## src/rtl/axi_port_arbiter_pkg.sv

```systemverilog
// Shared encodings for the AXI port arbiter: request kinds, access sizes,
// FSM states and grant identifiers.
package axi_port_arbiter_pkg;

    localparam logic       REQ_READ  = 1'b0;
    localparam logic       REQ_WRITE = 1'b1;

    localparam logic [1:0] SIZE_B = 2'd0;
    localparam logic [1:0] SIZE_H = 2'd1;
    localparam logic [1:0] SIZE_W = 2'd2;
    localparam logic [1:0] SIZE_D = 2'd3;

    typedef enum logic [1:0] {
        ST_IDLE    = 2'd0,
        ST_GNT_IF  = 2'd1,
        ST_GNT_MEM = 2'd2
    } state_e;

    typedef enum logic {
        GRANT_IF  = 1'b0,
        GRANT_MEM = 1'b1
    } grant_e;

endpackage

```

## src/rtl/axi_port_arbiter_if.sv

```systemverilog
// Bundle of the IF requester, MEM requester and downstream AXI port signals.
// master = the arbiter itself, slave = the requesters and downstream port.
interface axi_port_arbiter_if #(
    parameter int ADDR_W = 64,
    parameter int DATA_W = 64
);
    logic              i_if_valid;
    logic [ADDR_W-1:0] i_if_addr;
    logic [1:0]        i_if_size;
    logic              o_if_ready;
    logic [DATA_W-1:0] o_if_data_read;
    logic [1:0]        o_if_resp;

    logic              i_mem_valid;
    logic              i_mem_req;
    logic [ADDR_W-1:0] i_mem_addr;
    logic [1:0]        i_mem_size;
    logic [DATA_W-1:0] i_mem_data_write;
    logic [7:0]        i_mem_mask;
    logic              o_mem_ready;
    logic [DATA_W-1:0] o_mem_data_read;
    logic [1:0]        o_mem_resp;

    logic              o_axi_valid;
    logic              o_axi_req;
    logic [ADDR_W-1:0] o_axi_addr;
    logic [1:0]        o_axi_size;
    logic [DATA_W-1:0] o_axi_data_write;
    logic [7:0]        o_axi_mask;
    logic              i_axi_ready;
    logic [DATA_W-1:0] i_axi_data_read;
    logic [1:0]        i_axi_resp;

    logic              o_timeout;

    modport master (
        input  i_if_valid, i_if_addr, i_if_size,
        output o_if_ready, o_if_data_read, o_if_resp,
        input  i_mem_valid, i_mem_req, i_mem_addr, i_mem_size, i_mem_data_write, i_mem_mask,
        output o_mem_ready, o_mem_data_read, o_mem_resp,
        output o_axi_valid, o_axi_req, o_axi_addr, o_axi_size, o_axi_data_write, o_axi_mask,
        input  i_axi_ready, i_axi_data_read, i_axi_resp,
        output o_timeout
    );

    modport slave (
        output i_if_valid, i_if_addr, i_if_size,
        input  o_if_ready, o_if_data_read, o_if_resp,
        output i_mem_valid, i_mem_req, i_mem_addr, i_mem_size, i_mem_data_write, i_mem_mask,
        input  o_mem_ready, o_mem_data_read, o_mem_resp,
        input  o_axi_valid, o_axi_req, o_axi_addr, o_axi_size, o_axi_data_write, o_axi_mask,
        output i_axi_ready, i_axi_data_read, i_axi_resp,
        input  o_timeout
    );
endinterface

```

## src/rtl/axi_port_arbiter_rr2.sv

```systemverilog
// Two-input round-robin pick: one-hot grant from two valids and the last winner.
// Purely combinational; the caller owns the last-grant register.
module axi_port_arbiter_rr2 (
    input  logic       valid0_i,
    input  logic       valid1_i,
    input  logic       last_i,    // 1 = requester 1 won last time
    output logic [1:0] gnt_o
);
    always_comb begin
        gnt_o = 2'b00;
        if (valid0_i && valid1_i) gnt_o = last_i ? 2'b01 : 2'b10;
        else if (valid0_i)        gnt_o = 2'b01;
        else if (valid1_i)        gnt_o = 2'b10;
    end
endmodule

```

## src/rtl/axi_port_arbiter.sv

```systemverilog
// Shares one AXI master port between IF (reads) and MEM (reads/writes):
// round-robin grant, request latched until the completion pulse, sticky watchdog.
module axi_port_arbiter
    import axi_port_arbiter_pkg::*;
#(
    parameter int ADDR_W      = 64,
    parameter int DATA_W      = 64,
    parameter int TIMEOUT_CYC = 1024
) (
    input  logic                i_clk,
    input  logic                i_rst,
    axi_port_arbiter_if.master  bus
);
    localparam int WD_W = (TIMEOUT_CYC > 0) ? $clog2(TIMEOUT_CYC + 1) : 1;

    state_e            state_q, state_d;
    grant_e            last_q, last_d;
    logic              valid_q, valid_d;
    logic              req_q, req_d;
    logic [ADDR_W-1:0] addr_q, addr_d;
    logic [1:0]        size_q, size_d;
    logic [DATA_W-1:0] wdata_q, wdata_d;
    logic [7:0]        mask_q, mask_d;
    logic [WD_W-1:0]   wd_q, wd_d;
    logic              timeout_q, timeout_d;

    logic [1:0]        gnt;
    logic              if_rdy, mem_rdy;

    axi_port_arbiter_rr2 u_rr2 (
        .valid0_i (bus.i_if_valid),
        .valid1_i (bus.i_mem_valid),
        .last_i   (last_q == GRANT_MEM),
        .gnt_o    (gnt)
    );

    always_ff @(posedge i_clk or posedge i_rst) begin
        if (i_rst) begin
            state_q   <= ST_IDLE;
            last_q    <= GRANT_MEM;
            valid_q   <= 1'b0;
            req_q     <= 1'b0;
            addr_q    <= '0;
            size_q    <= '0;
            wdata_q   <= '0;
            mask_q    <= '0;
            wd_q      <= '0;
            timeout_q <= 1'b0;
        end else begin
            state_q   <= state_d;
            last_q    <= last_d;
            valid_q   <= valid_d;
            req_q     <= req_d;
            addr_q    <= addr_d;
            size_q    <= size_d;
            wdata_q   <= wdata_d;
            mask_q    <= mask_d;
            wd_q      <= wd_d;
            timeout_q <= timeout_d;
        end
    end

    always_comb begin
        state_d   = state_q;
        last_d    = last_q;
        valid_d   = valid_q;
        req_d     = req_q;
        addr_d    = addr_q;
        size_d    = size_q;
        wdata_d   = wdata_q;
        mask_d    = mask_q;
        wd_d      = wd_q;
        timeout_d = timeout_q;
        if_rdy    = 1'b0;
        mem_rdy   = 1'b0;

        case (state_q)
            ST_IDLE: begin
                // Completion pulses seen here belong to nobody and are dropped.
                if (gnt[0]) begin
                    req_d   = REQ_READ;
                    addr_d  = bus.i_if_addr;
                    size_d  = bus.i_if_size;
                    wdata_d = '0;
                    mask_d  = '0;
                    valid_d = 1'b1;
                    last_d  = GRANT_IF;
                    state_d = ST_GNT_IF;
                end else if (gnt[1]) begin
                    req_d   = bus.i_mem_req;
                    addr_d  = bus.i_mem_addr;
                    size_d  = bus.i_mem_size;
                    wdata_d = bus.i_mem_data_write;
                    mask_d  = bus.i_mem_mask;
                    valid_d = 1'b1;
                    last_d  = GRANT_MEM;
                    state_d = ST_GNT_MEM;
                end
            end
            ST_GNT_IF, ST_GNT_MEM: begin
                if (bus.i_axi_ready) begin
                    if_rdy  = (state_q == ST_GNT_IF);
                    mem_rdy = (state_q == ST_GNT_MEM);
                    valid_d = 1'b0;
                    wd_d    = '0;
                    state_d = ST_IDLE;
                end else if (TIMEOUT_CYC > 0) begin
                    // Saturate at the threshold; the flag stays set until reset.
                    if (wd_q < WD_W'(TIMEOUT_CYC))       wd_d      = wd_q + WD_W'(1);
                    if (wd_q >= WD_W'(TIMEOUT_CYC - 1))  timeout_d = 1'b1;
                end
            end
            default: begin
                valid_d = 1'b0;
                state_d = ST_IDLE;
            end
        endcase
    end

    assign bus.o_axi_valid      = valid_q;
    assign bus.o_axi_req        = req_q;
    assign bus.o_axi_addr       = addr_q;
    assign bus.o_axi_size       = size_q;
    assign bus.o_axi_data_write = wdata_q;
    assign bus.o_axi_mask       = mask_q;
    assign bus.o_timeout        = timeout_q;

    assign bus.o_if_ready       = if_rdy;
    assign bus.o_if_data_read   = if_rdy ? bus.i_axi_data_read : '0;
    assign bus.o_if_resp        = if_rdy ? bus.i_axi_resp : 2'b00;
    assign bus.o_mem_ready      = mem_rdy;
    assign bus.o_mem_data_read  = mem_rdy ? bus.i_axi_data_read : '0;
    assign bus.o_mem_resp       = mem_rdy ? bus.i_axi_resp : 2'b00;

endmodule

```

## src/flat_wrapper.sv

```systemverilog
// flat-port wrapper written by rule: the top's interface ports become plain ports
module axi_port_arbiter_flat import axi_port_arbiter_pkg::*;
#(
    parameter int ADDR_W      = 64,
    parameter int DATA_W      = 64,
    parameter int TIMEOUT_CYC = 1024
)
  (i_clk, i_rst, bus_i_if_valid, bus_i_if_addr, bus_i_if_size, bus_o_if_ready, bus_o_if_data_read, bus_o_if_resp, bus_i_mem_valid, bus_i_mem_req, bus_i_mem_addr, bus_i_mem_size, bus_i_mem_data_write, bus_i_mem_mask, bus_o_mem_ready, bus_o_mem_data_read, bus_o_mem_resp, bus_o_axi_valid, bus_o_axi_req, bus_o_axi_addr, bus_o_axi_size, bus_o_axi_data_write, bus_o_axi_mask, bus_i_axi_ready, bus_i_axi_data_read, bus_i_axi_resp, bus_o_timeout);
  axi_port_arbiter_if #(.ADDR_W(ADDR_W), .DATA_W(DATA_W)) bus_i ();
  input  logic i_clk;
  input  logic i_rst;
  input wire logic [$bits(bus_i.i_if_valid)-1:0] bus_i_if_valid;
  input wire logic [$bits(bus_i.i_if_addr)-1:0] bus_i_if_addr;
  input wire logic [$bits(bus_i.i_if_size)-1:0] bus_i_if_size;
  output wire logic [$bits(bus_i.o_if_ready)-1:0] bus_o_if_ready;
  output wire logic [$bits(bus_i.o_if_data_read)-1:0] bus_o_if_data_read;
  output wire logic [$bits(bus_i.o_if_resp)-1:0] bus_o_if_resp;
  input wire logic [$bits(bus_i.i_mem_valid)-1:0] bus_i_mem_valid;
  input wire logic [$bits(bus_i.i_mem_req)-1:0] bus_i_mem_req;
  input wire logic [$bits(bus_i.i_mem_addr)-1:0] bus_i_mem_addr;
  input wire logic [$bits(bus_i.i_mem_size)-1:0] bus_i_mem_size;
  input wire logic [$bits(bus_i.i_mem_data_write)-1:0] bus_i_mem_data_write;
  input wire logic [$bits(bus_i.i_mem_mask)-1:0] bus_i_mem_mask;
  output wire logic [$bits(bus_i.o_mem_ready)-1:0] bus_o_mem_ready;
  output wire logic [$bits(bus_i.o_mem_data_read)-1:0] bus_o_mem_data_read;
  output wire logic [$bits(bus_i.o_mem_resp)-1:0] bus_o_mem_resp;
  output wire logic [$bits(bus_i.o_axi_valid)-1:0] bus_o_axi_valid;
  output wire logic [$bits(bus_i.o_axi_req)-1:0] bus_o_axi_req;
  output wire logic [$bits(bus_i.o_axi_addr)-1:0] bus_o_axi_addr;
  output wire logic [$bits(bus_i.o_axi_size)-1:0] bus_o_axi_size;
  output wire logic [$bits(bus_i.o_axi_data_write)-1:0] bus_o_axi_data_write;
  output wire logic [$bits(bus_i.o_axi_mask)-1:0] bus_o_axi_mask;
  input wire logic [$bits(bus_i.i_axi_ready)-1:0] bus_i_axi_ready;
  input wire logic [$bits(bus_i.i_axi_data_read)-1:0] bus_i_axi_data_read;
  input wire logic [$bits(bus_i.i_axi_resp)-1:0] bus_i_axi_resp;
  output wire logic [$bits(bus_i.o_timeout)-1:0] bus_o_timeout;
  assign bus_i.i_if_valid = bus_i_if_valid;
  assign bus_i.i_if_addr = bus_i_if_addr;
  assign bus_i.i_if_size = bus_i_if_size;
  assign bus_o_if_ready = bus_i.o_if_ready;
  assign bus_o_if_data_read = bus_i.o_if_data_read;
  assign bus_o_if_resp = bus_i.o_if_resp;
  assign bus_i.i_mem_valid = bus_i_mem_valid;
  assign bus_i.i_mem_req = bus_i_mem_req;
  assign bus_i.i_mem_addr = bus_i_mem_addr;
  assign bus_i.i_mem_size = bus_i_mem_size;
  assign bus_i.i_mem_data_write = bus_i_mem_data_write;
  assign bus_i.i_mem_mask = bus_i_mem_mask;
  assign bus_o_mem_ready = bus_i.o_mem_ready;
  assign bus_o_mem_data_read = bus_i.o_mem_data_read;
  assign bus_o_mem_resp = bus_i.o_mem_resp;
  assign bus_o_axi_valid = bus_i.o_axi_valid;
  assign bus_o_axi_req = bus_i.o_axi_req;
  assign bus_o_axi_addr = bus_i.o_axi_addr;
  assign bus_o_axi_size = bus_i.o_axi_size;
  assign bus_o_axi_data_write = bus_i.o_axi_data_write;
  assign bus_o_axi_mask = bus_i.o_axi_mask;
  assign bus_i.i_axi_ready = bus_i_axi_ready;
  assign bus_i.i_axi_data_read = bus_i_axi_data_read;
  assign bus_i.i_axi_resp = bus_i_axi_resp;
  assign bus_o_timeout = bus_i.o_timeout;
  axi_port_arbiter #(.ADDR_W(ADDR_W), .DATA_W(DATA_W), .TIMEOUT_CYC(TIMEOUT_CYC)) u_core (.i_clk(i_clk), .i_rst(i_rst), .bus(bus_i));
endmodule
```

## config.mk

```make
export PLATFORM = sky130hd
export DESIGN_NAME = axi_port_arbiter_flat
export DESIGN_NICKNAME = d
export VERILOG_FILES = /design/src/rtl/axi_port_arbiter_pkg.sv /design/src/rtl/axi_port_arbiter_if.sv /design/src/rtl/axi_port_arbiter_rr2.sv /design/src/rtl/axi_port_arbiter.sv /design/src/flat_wrapper.sv
export SDC_FILE = /design/constraint.sdc
export NUM_CORES = 1
export LEC_CHECK = 0
export CAP_MARGIN = 20
export CORE_AREA = 2 2 217 219
export CTS_CLUSTER_SIZE = 30
export DETAILED_ROUTE_END_ITERATION = 8
export DIE_AREA = 0 0 219 221
export GPL_TIMING_DRIVEN = 1
export PLACE_DENSITY = 0.48
export SYNTH_ARGS = -nofsm -noshare
export SYNTH_HDL_FRONTEND = slang
export SYNTH_SLANG_ARGS = --single-unit
```

## constraint.sdc

```tcl
create_clock -name i_clk -period 15.4 [get_ports i_clk]
set_clock_uncertainty 0.05 [all_clocks]
set_input_delay 3.85 -clock i_clk [delete_from_list [all_inputs] [get_ports i_clk]]
set_output_delay 3.85 -clock i_clk [all_outputs]
set_load 0.01 [all_outputs]
```

==> results of run 1 <==
layout make-up:
cell class                      instances  area (µm²)
Sequential cell                       155        3880
Tap cell                              607         759
Inverter                                5        23.8
Fill cell                            4831       32100
Timing Repair Buffer                  557        5570
Multi-Input combinational cell        474        3170
Clock inverter                         13         146
Clock buffer                           19         453
through the flow:
| stage | setup slack, ps | cell area (µm²) | utilization (%) |
|---|---|---|---|
| global placement | 5710 | 13400 | 29.1 |
| finish | 5670 | 14000 | 30.4 |
| global route | 5470 | 14000 | 30.4 |
| floorplan | 6850 | 7340 | - |
| CTS | 5610 | 14000 | 30.4 |
| detailed placement | 5620 | 13400 | 29.1 |
final timing paths:
kind / startpoint / cells after the start / end
worst min register to register: u_core.bus.o_timeout / 2 / u_core.bus.o_timeout
worst min-delay path: u_core.bus.o_timeout / 2 / u_core.bus.o_timeout
min in group asynchronous: i_rst / 2 / u_core.bus.o_axi_data_write[7]
worst max register to register: u_core.state_q[0] / 5 / u_core.bus.o_axi_mask[2]
max in group asynchronous: i_rst / 3 / u_core.bus.o_axi_addr[8]
worst max-delay path: bus_i_axi_ready / 6 / bus_o_if_data_read[0]
synth_stat cells, drive strengths merged (5+ instances only):
master,number,area [µm²]
nand2,75,282
clkbuf,31,116
dfrtp,154,3850
a22o,76,666
mux2i,66,661
nor2,10,37.5
buf,30,178
inv,5,18.8
o21ai,76,388
and3,68,425
and2,69,432
cell families after synthesis:
group           synth area share (%)
compound gates                  15.3
xor+xnor                       0.358
fa+ha+maj                      0.682
buf+inv                         4.26
flops                           52.9
mux                             9.15
simple gates                    17.4
sequential cells by signal, summed over array words and instances, names as in the netlist:
name	count
u_core.bus.o_axi_size	2
u_core.bus.o_axi_mask	8
u_core.bus.o_axi_req	1
u_core.bus.o_axi_valid	1
u_core.bus.o_axi_addr	64
u_core.state_q	2
u_core.wd_q	11
u_core.last_q	1
u_core.bus.o_axi_data_write	64
u_core.bus.o_timeout	1
tightest hold or removal path: stages, from the launching register on:
cell,delay [ps]
sky130_fd_sc_hd__dfrtp_1,340
sky130_fd_sc_hd__a21oi_1,40
sky130_fd_sc_hd__nand2_1,60
per-layer routing:
layer | GRT usage (%) | routed length, µm
met5 | 0 | 0
met4 | 6.26 | 985
met3 | 4.47 | 2900
met2 | 24.7 | 17100
met1 | 14.8 | 12800
power by group through the flow:
stage,clock network [W],registers (W),logic (W)
finish,0.000439,0.000672,0.00106
CTS,0.000461,0.000674,0.00108
detailed placement,0,0.000675,0.00108
floorplan,0,0.000744,0.000407
global placement,0,0.000674,0.00108
global route,0.000477,0.000695,0.00115
==> qor.txt, run 1 <==
Cell total after placement - 1,798
Number of hold buffers added after CTS - 0
RSZ-0062 raised after global routing - no
CP Max Fanout - 75
Initial antenna violation count - 0
Clock transition at the registers of the reported paths - 60 ps
Family with the most delay on the worst path - buffers and inverters
Syn_nets - 975
Worst path buffer plus inverter count - 4
TritonCTS clock tree - done
Total number of yosys warnings - 0
Width of the die - 219 µm
Maximum number of pins on one net before global-route repair - 208
Critical path start-end classification - in2out
Antenna fix cells - 0
Hold slack final - 425 ps
Relative max-transition margin - 19.6%
Async set-or-reset flop fraction in the synthesized netlist - 100%
Share of total power in sequential cells - 30.9%
CTS H-Tree Depth - 4
Area enclosed by the die boundary - 48,400 µm²
CTS Root Cell - sky130_fd_sc_hd__clkbuf_16
Synthesis-to-layout area growth - 90.7%
Number of enable flip-flop cells after synthesis - 0
Number of top-level design ports - 551
Synth Cell Area - 7340 µm²
Post-CTS Repair Setup Buffers - 0
DRC errors left - 0
Min-delay worst type - reg2reg
Total Routing Usage GR - 13.9%
Achievable frequency - 103 MHz
Final number of max-transition violations - 0
Instance count of the mapped netlist - 695
Fraction of the yosys area taken by sequential cells - 52.9%
Core area - 46,100 µm²
Switching power share of the total - 36.8%
Internal power - 0.00137 W
Capturing element type of the critical path - output pin
Pwr Total - 0.00217 W
Number of sinks driven by the clock tree - 155
Initial Utilization - 15.9%
Synthesized area per cell - 10.6 µm²
First-pass GRT wire length - 49,000 µm
Weighted congestion at the end of routability-driven global placement - 0.840
Static Leakage - 6.08 nW
Pwr Density - 155 nW/µm²
Cells traversed along the worst timing path - buf_2 -> buf_4 -> and3_1 -> buf_4 -> and2_1 -> clkdlybuf4s50_1
HPWL after detailed placement - 25,600 µm
Post-CTS resize count - 0
Relative contribution of the clock network to total power - 20.2%
Wire length after detailed routing - 33,800 µm
Max-cap viol count - 0
Final Hold Violating Endpoints - 0
Min Tclk post-route - 9730 ps
Count of cell types in the netlist - 37
NumNets Final - 1,490
Number of global-route vias before repair - 7,512
TritonCTS buffer count - 17
Ys flop type - sky130_fd_sc_hd__dfrtp_1
Post-synthesis register bit count - 155
Detailed-router iteration count before antenna repair - 4
Top cell by count, worst path - sky130_fd_sc_hd__buf_4
Overall die height - 221 µm
Fraction of the cycle the final worst path needs - 63.2%
Detailed Route Iter0 Violations - 270
Fraction of layout cells with a size suffix above 1 - 3.92%
Commonest cells after routing, fill and taps aside - 549 x sky130_fd_sc_hd__clkdlybuf4s50_1, 154 x sky130_fd_sc_hd__dfrtp_1, 76 x sky130_fd_sc_hd__a22o_1
Data arrival time at the worst-slack endpoint - 5830 ps
Fraction of power consumed by combinational cells - 48.8%
Antenna violation net count after detailed routing - 0
Max IR drop VDD - 0.000118 V
Critical path's slowest cell - sky130_fd_sc_hd__clkdlybuf4s50_1
Largest stage delay, worst path - 530 ps
Final instance count without filler cells - 1,830
Run status - complete, no violations
Clock latency on the worst-skew pair - 470 ps
Total Negative Setup Slacks - 0 ps
FF-to-FF setup slack - 13,230 ps
Most common cell after layout, fill and taps aside - sky130_fd_sc_hd__clkdlybuf4s50_1
Input/output buffers - 550
Maximum number of buffers from clock root to sink - 2
Vias per cell - 3.94
Transition time of the tightest slew-check pin - 1210 ps
DR WL/cell - 18.5 µm
Net switching power figure - 0.000800 W
Setup violation total in the final timing report - 0
Required arrival time at the worst endpoint - 11,500 ps
Element type at the critical path start - input port
Total number of vias - 7,209
Number of rows in the core area - 79
GRT overflow - 0
(Power assumes the default switching activity.)
==> inputs of run 2 (changes only) <==
CORE_AREA = 2 2 216 218   (was 2 2 217 219)
DIE_AREA = 0 0 218 220   (was 0 0 219 221)
PLACE_DENSITY = 0.5   (was 0.48)
clock period = 8.85 ns   (was 15.4 ns; I/O delays follow)
==> qor.txt, run 2 (synthesized netlist as in run 1, its figures left out) <==
Critical path start-end classification - in2out
Area of all placed cells without fillers - 14,000 µm² (about the same)
Total Negative Setup Slacks - 0 ps (unchanged)
Number of top-level design ports - 551 (unchanged)
Post-CTS resize count - 0 (unchanged)
First-pass GRT wire length - 48,300 µm (-1.5%)
NumNets Final - 1,491 (+0.067%)
Min Tclk post-route - 6740 ps
M1 wire length - 13,000 µm (+1.4%)
Input/output buffers - 550 (unchanged)
Number of global-route vias before repair - 7,193 (-4.2%)
Total number of vias - 7,308 (+1.4%)
Post-CTS Repair Setup Buffers - 0 (unchanged)
Required arrival time at the worst endpoint - 6590 ps (-4910 ps)
Detailed Route Iter0 Violations - 351 (+30%)
Final design utilization - 30.5% (+0.10 points)
Post-place instance area - 13,400 µm² (about the same)
DRC errors left - 0 (unchanged)
Met2 Wirelength - 17,300 µm (+1.1%)
Number of sinks driven by the clock tree - 155 (unchanged)
Capturing element type of the critical path - output pin
Antenna violation net count after detailed routing - 0 (unchanged)
Width of the die - 218 µm (-0.46%)
Synthesis-to-layout area growth - 90.5% (about the same)
Run status - complete, no violations
Area taken by flip-flops and latches - 3880 µm² (unchanged)
Most common cell after layout, fill and taps aside - sky130_fd_sc_hd__clkdlybuf4s50_1
Highest routed layer - met4
Pwr Density - 271 nW/µm² (+75%)
Min-delay worst type - reg2reg
HPWL after detailed placement - 26,700 µm (+4.6%)
CP Max Fanout - 75 (unchanged)
Commonest cells after routing, fill and taps aside - 549 x sky130_fd_sc_hd__clkdlybuf4s50_1, 154 x sky130_fd_sc_hd__dfrtp_1, 76 x sky130_fd_sc_hd__a22o_1
Final Hold Violating Endpoints - 0 (unchanged)
Element type at the critical path start - input port
Final number of max-transition violations - 0 (unchanged)
Weighted congestion at the end of routability-driven global placement - 0.826 (-1.6%)
Antenna fix cells - 0 (unchanged)
Fraction of the cycle the final worst path needs - 76.2%
Detailed-router iteration count before antenna repair - 4 (unchanged)
Number of rows in the core area - 79 (unchanged)
Area enclosed by the die boundary - 48,000 µm² (-0.91%)
Pwr Total - 0.00379 W (+74%)
Clock latency on the worst-skew pair - 450 ps (-20 ps)
Vias per cell - 3.99 (+1.3%)
Transition time of the tightest slew-check pin - 1020 ps (-183 ps)
Static Leakage - 6.08 nW (about the same)
Data arrival time at the worst-slack endpoint - 4480 ps (-1350 ps)
Initial antenna violation count - 0 (unchanged)
Overall die height - 220 µm (-0.45%)
Relative max-transition margin - 31.8% (+12 points)
Total Routing Usage GR - 13.9% (about the same)
Initial Utilization - 16.0% (+0.069 points)
Fraction of layout cells with a size suffix above 1 - 4.08% (+0.16 points)
DR WL/cell - 18.9 µm (+2.3%)
Routed length on met3 - 3050 µm (+5.2%)
TritonCTS clock tree - done
Setup violation total in the final timing report - 0 (unchanged)
Clock transition at the registers of the reported paths - 60 ps (about the same)
Footprint of the multi-input gates - 3170 µm² (about the same)
Max-cap viol count - 0 (unchanged)
RSZ-0062 raised after global routing - no
CTS H-Tree Depth - 4 (unchanged)
Max IR drop VDD - 0.000121 V (+2.8%)
Core area - 45,900 µm² (-0.43%)
GRT overflow - 0 (unchanged)
Filler instances - 4,823 (-0.17%)
Wire length after detailed routing - 34,600 µm (+2.4%)
CTS Root Cell - sky130_fd_sc_hd__clkbuf_16
Maximum number of pins on one net before global-route repair - 93 (-55%)
Maximum number of buffers from clock root to sink - 2 (unchanged)
Number of hold buffers added after CTS - 0 (unchanged)
TritonCTS buffer count - 17 (unchanged)
Achievable frequency - 148 MHz
run 2: cell count changes in the layout (fill, tap and decap cells not counted):
cell	change
sky130_fd_sc_hd__clkinv_4	-2
sky130_fd_sc_hd__clkbuf_8	-1
sky130_fd_sc_hd__and3_1	-1
sky130_fd_sc_hd__and3_2	+1
sky130_fd_sc_hd__buf_12	-1
sky130_fd_sc_hd__buf_4	+2
sky130_fd_sc_hd__inv_8	+1
sky130_fd_sc_hd__clkinv_2	+2
run 2: worst max-delay path, stage by stage:
cell and delay (ps):
sky130_fd_sc_hd__buf_2 80, sky130_fd_sc_hd__buf_4 460, sky130_fd_sc_hd__and3_2 880, sky130_fd_sc_hd__and2_1 240, sky130_fd_sc_hd__clkdlybuf4s50_1 540
run 2: final cells by class:
type / instances / share of cell area, %
flip-flops and latches: 155 / 27.8
clock inverters: 14 / 1.07
clock buffers: 18 / 3.14
repair buffers: 558 / 39.8
well taps: 607 / 5.43
multi-input cells: 474 / 22.7
inverters: 5 / 0.170
run 2: final timing paths:
kind,from,end,slack [ps],depth (start not counted)
setup / recovery,bus_i_axi_ready,bus_o_if_data_read[9],2110,5
hold / removal,u_core.bus.o_timeout,u_core.bus.o_timeout,420,2
setup reg to reg,u_core.state_q[0],u_core.bus.o_axi_addr[29],6420,6
hold reg to reg,u_core.bus.o_timeout,u_core.bus.o_timeout,420,2
max in group asynchronous,i_rst,u_core.bus.o_axi_addr[7],5040,3
min in group asynchronous,i_rst,u_core.bus.o_axi_data_write[14],2230,2
run 2: where the power goes:
part	switching (W)	internal [W]	total (W)
combinational	0.000891	0.000967	0.00186
clock	0.000348	0.000408	0.000755
sequential	0.000170	0.00100	0.00117
run 2: metal layers:
layer	vias up	track usage [%]
met5	-	0
met4	0	6.83
met3	46	4.83
met2	363	24.4
met1	3406	14.8
li1	3493	-
run 2: through the flow:
step	instances	hold slack (ps)	worst slack, ps
after floorplan	695	437	2410
after global placement	1799	410	2220
after detailed placement	1799	417	2130
after CTS	1831	433	2150
after global routing	1831	456	1920
final	1831	424	2110
